File: src/rtl/periph_bridge.sv
// periph_bridge: turns a held CPU request into a single-cycle one-hot strobe to one
// peripheral, waits out the peripheral's registered read latency, and returns
// zero-extended read data with a one-cycle acknowledge. Unmapped indices complete
// with an error and no strobe.
module periph_bridge #(
    parameter int unsigned NPERIPH = 4,
    parameter int unsigned ADDR_W  = 8
) (
    input  logic                   clk_i,
    input  logic                   rst_ni,
    input  logic                   cpu_req_i,
    input  logic                   cpu_we_i,
    input  logic [ADDR_W-1:0]      cpu_addr_i,
    input  logic [31:0]            cpu_wdata_i,
    output logic [31:0]            cpu_rdata_o,
    output logic                   cpu_ack_o,
    output logic                   cpu_err_o,
    output logic                   busy_o,
    output logic [NPERIPH-1:0]     p_ren_o,
    output logic [NPERIPH-1:0]     p_wen_o,
    output logic [7:0]             p_wdata_o,
    output logic [3:0]             p_reg_o,
    input  logic [8*NPERIPH-1:0]   p_rdata_i
);

    localparam int unsigned IdxW = ADDR_W - 4;

    typedef enum logic [1:0] {StIdle, StStrobe, StWait, StDone} state_e;

    state_e state_q, state_d;

    // Latched access attributes, held from accept until the access completes.
    logic              we_q, we_d;
    logic [IdxW-1:0]   idx_q, idx_d;
    logic              mapped_q, mapped_d;

    // Output registers.
    logic [NPERIPH-1:0] p_ren_q, p_ren_d;
    logic [NPERIPH-1:0] p_wen_q, p_wen_d;
    logic [7:0]         p_wdata_q, p_wdata_d;
    logic [3:0]         p_reg_q, p_reg_d;
    logic [31:0]        cpu_rdata_q, cpu_rdata_d;
    logic               cpu_ack_q, cpu_ack_d;
    logic               cpu_err_q, cpu_err_d;
    logic               busy_q, busy_d;

    logic [IdxW-1:0]    req_idx;
    logic               req_mapped;
    logic [NPERIPH-1:0] req_onehot;
    logic [7:0]         rd_byte;

    assign req_idx    = cpu_addr_i[ADDR_W-1:4];
    assign req_mapped = 32'(req_idx) < NPERIPH;

    // Decode the requested index into a one-hot peripheral select.
    always_comb begin
        req_onehot = '0;
        for (int unsigned i = 0; i < NPERIPH; i++) begin
            if (32'(req_idx) == i) begin
                req_onehot[i] = 1'b1;
            end
        end
    end

    // Pick the latched peripheral's read byte; a loop avoids out-of-range slicing.
    always_comb begin
        rd_byte = '0;
        for (int unsigned i = 0; i < NPERIPH; i++) begin
            if (32'(idx_q) == i) begin
                rd_byte = p_rdata_i[8*i +: 8];
            end
        end
    end

    // State register.
    always_ff @(posedge clk_i or negedge rst_ni) begin
        if (!rst_ni) begin
            state_q <= StIdle;
        end else begin
            state_q <= state_d;
        end
    end

    // Next-state logic: fixed four-cycle walk once a request is accepted.
    always_comb begin
        state_d = state_q;
        unique case (state_q)
            StIdle:   if (cpu_req_i) state_d = StStrobe;
            StStrobe: state_d = StWait;
            StWait:   state_d = StDone;
            StDone:   state_d = StIdle;
            default:  state_d = StIdle;
        endcase
    end

    // Output and datapath next-state logic; strobes and ack are single-cycle by default.
    always_comb begin
        we_d        = we_q;
        idx_d       = idx_q;
        mapped_d    = mapped_q;
        p_ren_d     = '0;
        p_wen_d     = '0;
        p_wdata_d   = p_wdata_q;
        p_reg_d     = p_reg_q;
        cpu_rdata_d = cpu_rdata_q;
        cpu_ack_d   = 1'b0;
        cpu_err_d   = 1'b0;
        busy_d      = (state_d != StIdle);

        unique case (state_q)
            StIdle: begin
                if (cpu_req_i) begin
                    we_d     = cpu_we_i;
                    idx_d    = req_idx;
                    mapped_d = req_mapped;
                    if (req_mapped) begin
                        p_wdata_d = cpu_wdata_i[7:0];
                        p_reg_d   = cpu_addr_i[3:0];
                        if (cpu_we_i) begin
                            p_wen_d = req_onehot;
                        end else begin
                            p_ren_d = req_onehot;
                        end
                    end
                end
            end
            StStrobe: begin
            end
            StWait: begin
                // Peripheral read data registered at the end of the strobe is valid now.
                cpu_ack_d   = 1'b1;
                cpu_err_d   = !mapped_q;
                cpu_rdata_d = (mapped_q && !we_q) ? {24'b0, rd_byte} : 32'b0;
            end
            StDone: begin
            end
            default: begin
            end
        endcase
    end

    // Datapath and output registers.
    always_ff @(posedge clk_i or negedge rst_ni) begin
        if (!rst_ni) begin
            we_q        <= 1'b0;
            idx_q       <= '0;
            mapped_q    <= 1'b0;
            p_ren_q     <= '0;
            p_wen_q     <= '0;
            p_wdata_q   <= '0;
            p_reg_q     <= '0;
            cpu_rdata_q <= '0;
            cpu_ack_q   <= 1'b0;
            cpu_err_q   <= 1'b0;
            busy_q      <= 1'b0;
        end else begin
            we_q        <= we_d;
            idx_q       <= idx_d;
            mapped_q    <= mapped_d;
            p_ren_q     <= p_ren_d;
            p_wen_q     <= p_wen_d;
            p_wdata_q   <= p_wdata_d;
            p_reg_q     <= p_reg_d;
            cpu_rdata_q <= cpu_rdata_d;
            cpu_ack_q   <= cpu_ack_d;
            cpu_err_q   <= cpu_err_d;
            busy_q      <= busy_d;
        end
    end

    assign p_ren_o     = p_ren_q;
    assign p_wen_o     = p_wen_q;
    assign p_wdata_o   = p_wdata_q;
    assign p_reg_o     = p_reg_q;
    assign cpu_rdata_o = cpu_rdata_q;
    assign cpu_ack_o   = cpu_ack_q;
    assign cpu_err_o   = cpu_err_q;
    assign busy_o      = busy_q;

endmodule

File: config.mk
export PLATFORM = sky130hd
export DESIGN_NAME = periph_bridge
export DESIGN_NICKNAME = d
export VERILOG_FILES = /design/src/rtl/periph_bridge.sv
export SDC_FILE = /design/constraint.sdc
export NUM_CORES = 1
export LEC_CHECK = 0
export ABC_AREA = 1
export CAP_MARGIN = 20
export CORE_ASPECT_RATIO = 2
export CORE_MARGIN = 2
export CORE_UTILIZATION = 39
export DETAILED_ROUTE_END_ITERATION = 8
export HOLD_SLACK_MARGIN = 0.05
export PLACE_DENSITY = 0.95
export SYNTH_ARGS = -nofsm -noshare
export SYNTH_HDL_FRONTEND = slang
export SYNTH_SLANG_ARGS = --single-unit
export TNS_END_PERCENT = 1
File: constraint.sdc
create_clock -name clk_i -period 2.8 [get_ports clk_i]
set_clock_uncertainty 0.2 [all_clocks]
set_input_delay 0.56 -clock clk_i [delete_from_list [all_inputs] [get_ports clk_i]]
set_output_delay 0.56 -clock clk_i [all_outputs]
set_load 0.01 [all_outputs]
# After elaboration in Yosys (flattened, before gate mapping)
# Cells that the tools add are included.
[op_classes]
order_cmp = 1
n_eq_ne = 9
n_mux = 21
n_reduce_logical = 9
[op_table]
columns = ["op", "n"]
rows = [
  ["8-bit 2-to-1 mux", 5],
  ["4-bit 2-to-1 mux", 8],
  ["4-bit by 2-bit == test with 1-bit output, second input constant", 4],
  ["4-bit by 1-bit == test with 1-bit output, second input constant", 2],
  ["4-bit logical NOT", 2],
  ["2-bit case mux with 4 select lines", 1],
  ["1-bit 2-to-1 mux", 6],
  ["2-bit == test, second input constant", 2],
  ["4-bit by 3-bit < comparator with 1-bit output, second input constant", 1],
  ["3-bit AND reduction", 1],
  ["2-bit by 1-bit == test with 1-bit output, second input constant", 1],
  ["1-bit logical NOT", 2],
  ["2-bit logical NOT", 1],
  ["2-bit 2-to-1 mux", 1],
  ["2-bit AND reduction", 1],
  ["2-bit nonzero test", 1],
  ["1-bit logical AND", 1],
]
[totals]
ff_bits = 63
input_bits = 76
output_inout_bits = 55
wordCells = 52

# Logic depth before layout (Yosys ltp)
[logic_depth]
depth_word = 6
depth_mapped = 8

# Worst setup path after synthesis
# No wires, ideal clock.
[synth_path]
kind = "reg2reg"
start = "reg state_q[0]"
end = "reg p_reg_q[0], in the netlist p_reg_o[0]"
arrival_time_ps = 1285
setup_slack_ps = 1190
stages_incl_launch_ff = 8
period_less_slack_ps = 1610
cell_sequence = "dfrtp_1 > inv_1 > ha_1 > nand2_4 > inv_4 > nand2_4 > buf_12 > mux2_4"
[synth_via]
elab_chain_len = 2
[synth_rtl]
columns = ["item", "line_no", "rtl"]
rows = [
  ["start, declared", "30", "state_e state_q, state_d;"],
  ["start signal, assigned", "78", "state_q <= StIdle;"],
  ["start signal, assigned", "80", "state_q <= state_d;"],
  ["2-bit logical NOT", "110", "unique case (state_q)"],
  ["3-bit AND reduction (no source line)", "n/a", ""],
  ["end signal, assigned", "163", "p_reg_q <= p_reg_d;"],
  ["end, declared", "41", "logic [3:0] p_reg_q, p_reg_d;"],
]
# No other way between the ends.
# A chain may end at the register's enable or synchronous reset.

# Worst setup path in the final report
[layout_path]
start = "reg p_wdata_q[7], in the netlist p_wdata_o[7]"
end = "out p_wdata_o[7]"
[layout_rtl]
columns = ["item", "line_no", "rtl"]
rows = [
  ["start, declared", "40", "logic [7:0] p_wdata_q, p_wdata_d;"],
  ["start signal, assigned", "162", "p_wdata_q <= p_wdata_d;"],
  ["end, declared", "21", "output logic [7:0] p_wdata_o,"],
]
# No word-level cell between the ends.

==> metrics.yaml <==
global_route:
  grt_max_degree: 40
  grt_use_met2_pct: 30.5
  antenna_found_initial: 0
  grt_use_met1_pct: 16.1
  grtUsageMet3_pct: 4.07
  overflow: 0
  grt_pass1_wl_um: 7170
  grt_busiest_layer: "met2"
  track_usage_pct: 16.9
  grt_pass1_vias: 1636
timing:
  relSlewSlack_pct: 43.5
  final.setup.tns_ns: 0
  fmax_mhz: 511
  slew_viol_final: 0
  min_period_over_period_pct: 69.9
  finalSetupViolCount: 0
  post-route-min-period_ns: 1.96
  hold_viol: 0
  grt_setup_unrepaired: "false"
  worst_pin_slew_ns: 0.847
yosys:
  ys_ff_latch: 39
  syn_area_um2: 2030
  syn_area_per_cell_um2: 9.26
  yosysSeqAreaShare_pct: 48.1
  synthCells: 219
  yosysWarnings: 0
  synth.distinct_cells: 22
detailed_routing:
  via_per_inst: 4.67
  dr.pass1.iters: 4
  num_vias: 1694
  drtIter0Drc: 25
  wl_per_cell_um: 12.9
  post-route-drc-count: 0
  routed_wirelength_um: 4690
  ant_nets: 0
pwr:
  pwr-share-comb_pct: 47.3
  power_density_nw_per_um2: 824
  p_sw_share_pct: 36.7
  peakVddDrop_mv: 0.577
  internal_power_mw: 1.50
  p_seq_share_pct: 37.2
  leakage_nw: 1.40
  clkPwrFrac_pct: 15.5
  p_switching_mw: 0.868
setup_path:
  end_kind: "output port"
  critPathArrivalTime_ns: 1.20
  path_class: "register to output port"
  slowest_stage: "clkdlybuf4s50_1"
  path_cells: "clkdlybuf4s50_1"
  max_stage_delay_ns: 0.56
  critPathTopFamily: "buffers and inverters"
  worstSetupStartpointType: "register"
  crit_required_ns: 2.04
  crit_fanout: 2
  cp_num_buf_inv: 1
finish:
  diodes: 0
  fillerInstances: 451
  final_common_cell: "clkdlybuf4s50_1"
  nNetsFinal: 383
  syn2layout_area_growth_pct: 41.7
  utilization_pct: 56.4
  final_cell_mix: "81 x clkdlybuf4s50_1, 51 x nand2_1, 39 x dfrtp_1, 29 x nand3_1, 25 x nor2_1"
  layout-drive-gt1-share_pct: 9.84
clock_tree:
  clk_latency_ns: 0.29
  clk_pin_slew_ns: 0.08
  clock-sinks: 39
  root_buffer: "clkbuf_8"
  postCtsSetupBuffers: 0
  cts_resized: 0
  cts_max_level: 2
  cts_made_buffers: 5
  cts_tree: "done"
  cts_buffer_depth: 2
  postCtsHoldBufs: 0
place:
  gp_congestion: 0.778
  portBuffers: 82
  dpl.hpwl_um: 3680
floorplan:
  ios: 131
  die_area_um2: 5820
  die_width_um: 55.0
  core_area_um2: 5090
  initial_core_util_pct: 39.8
  num_rows: 37
  die_h_um: 106
worst_hold_path:
  hold_path_class: "input port to async pin"
job:
  drv_cap: 0
run_status:
  outcome: "complete, no violations"
==> routing by layer <==
metal,vias up,wire (µm),part of all wire [%]
li1,823,-,-
met1,777,1600,34
met2,80,2600,55
met3,14,347,7.4
met4,0,150,3.2
met5,-,0,0
==> final cells by class <==
cell class | instances | area [µm²] | share of cell area, %
repair buffers | 82 | 816 | 28.4
multi-input cells | 164 | 877 | 30.5
flip-flops and latches | 39 | 976 | 34.0
well taps | 58 | 72.6 | 2.53
clock buffers | 5 | 68.8 | 2.40
inverters | 12 | 47.5 | 1.66
clock inverters | 3 | 15.0 | 0.523
==> metrics by stage <==
step / power [mW] / worst slack [ns] / hold WS (ns) / instances / cell area [µm²]
3_5_place_dp: 2.01 / 0.660 / 0.241 / 355 / 2790
4_1_cts: 2.39 / 0.827 / 0.192 / 363 / 2870
3_3_place_gp: 1.97 / 0.673 / 0.238 / 355 / 2790
5_1_grt: 2.54 / 0.719 / 0.237 / 363 / 2870
2_1_floorplan: 1.55 / 1.19 / 0.0644 / 242 / 2110
6_report: 2.37 / 0.843 / 0.166 / 363 / 2870
==> power by group through the flow <==
stage	combinational, mW	sequential [mW]	clock, mW
after floorplan	0.599	0.947	0
after global placement	1.09	0.879	0
after detailed placement	1.12	0.891	0
after CTS	1.13	0.883	0.379
after global routing	1.23	0.905	0.402
final	1.12	0.882	0.366
==> sequential cells by signal, summed over array words and instances, names as in the netlist <==
register / cells
we_q: 1
idx_q: 4
mapped_q: 1
cpu_err_o: 1
cpu_ack_o: 1
busy_o: 1
p_wen_o: 4
p_reg_o: 4
p_ren_o: 4
p_wdata_o: 8
cpu_rdata_o: 8
state_q: 2
==> cells by family after synthesis <==
kind of cell             share of synthesized area, %
adder cells (fa/ha/maj)                          1.85
AO/OA/AOI/OAI                                    1.36
other                                           0.185
multiplexers                                     8.33
flip-flops                                       48.1
AND/OR/NAND/NOR                                  27.3
buffers and inverters                            12.8
==> final timing paths <==
check	from	endpoint	slack [ns]	depth (start not counted)
max reg2reg	state_q[0]	cpu_rdata_o[7]	0.95	8
min reg2reg	mapped_q	cpu_err_o	0.25	1
max	p_wdata_o[7]	p_wdata_o[7]	0.84	1
max in group asynchronous	rst_ni	p_wdata_o[7]	1.70	1
min	rst_ni	p_ren_o[3]	0.17	1
min in group clk_i	mapped_q	cpu_err_o	0.25	1
==> synthesized netlist by cell type (all sizes together) <==
cell | n | area (µm²)
inv | 11 | 43.8
clkinv | 1 | 3.75
mux2 | 12 | 169
o22ai | 2 | 12.5
or2 | 2 | 12.5
nand3 | 29 | 145
ha | 3 | 37.5
nand3b | 7 | 52.6
buf | 27 | 213
nor2 | 29 | 129
o21ai | 3 | 15.0
conb | 1 | 3.75
dfrtp | 39 | 976
nand2 | 53 | 214
Note: power is estimated with default switching activity, not from simulation.
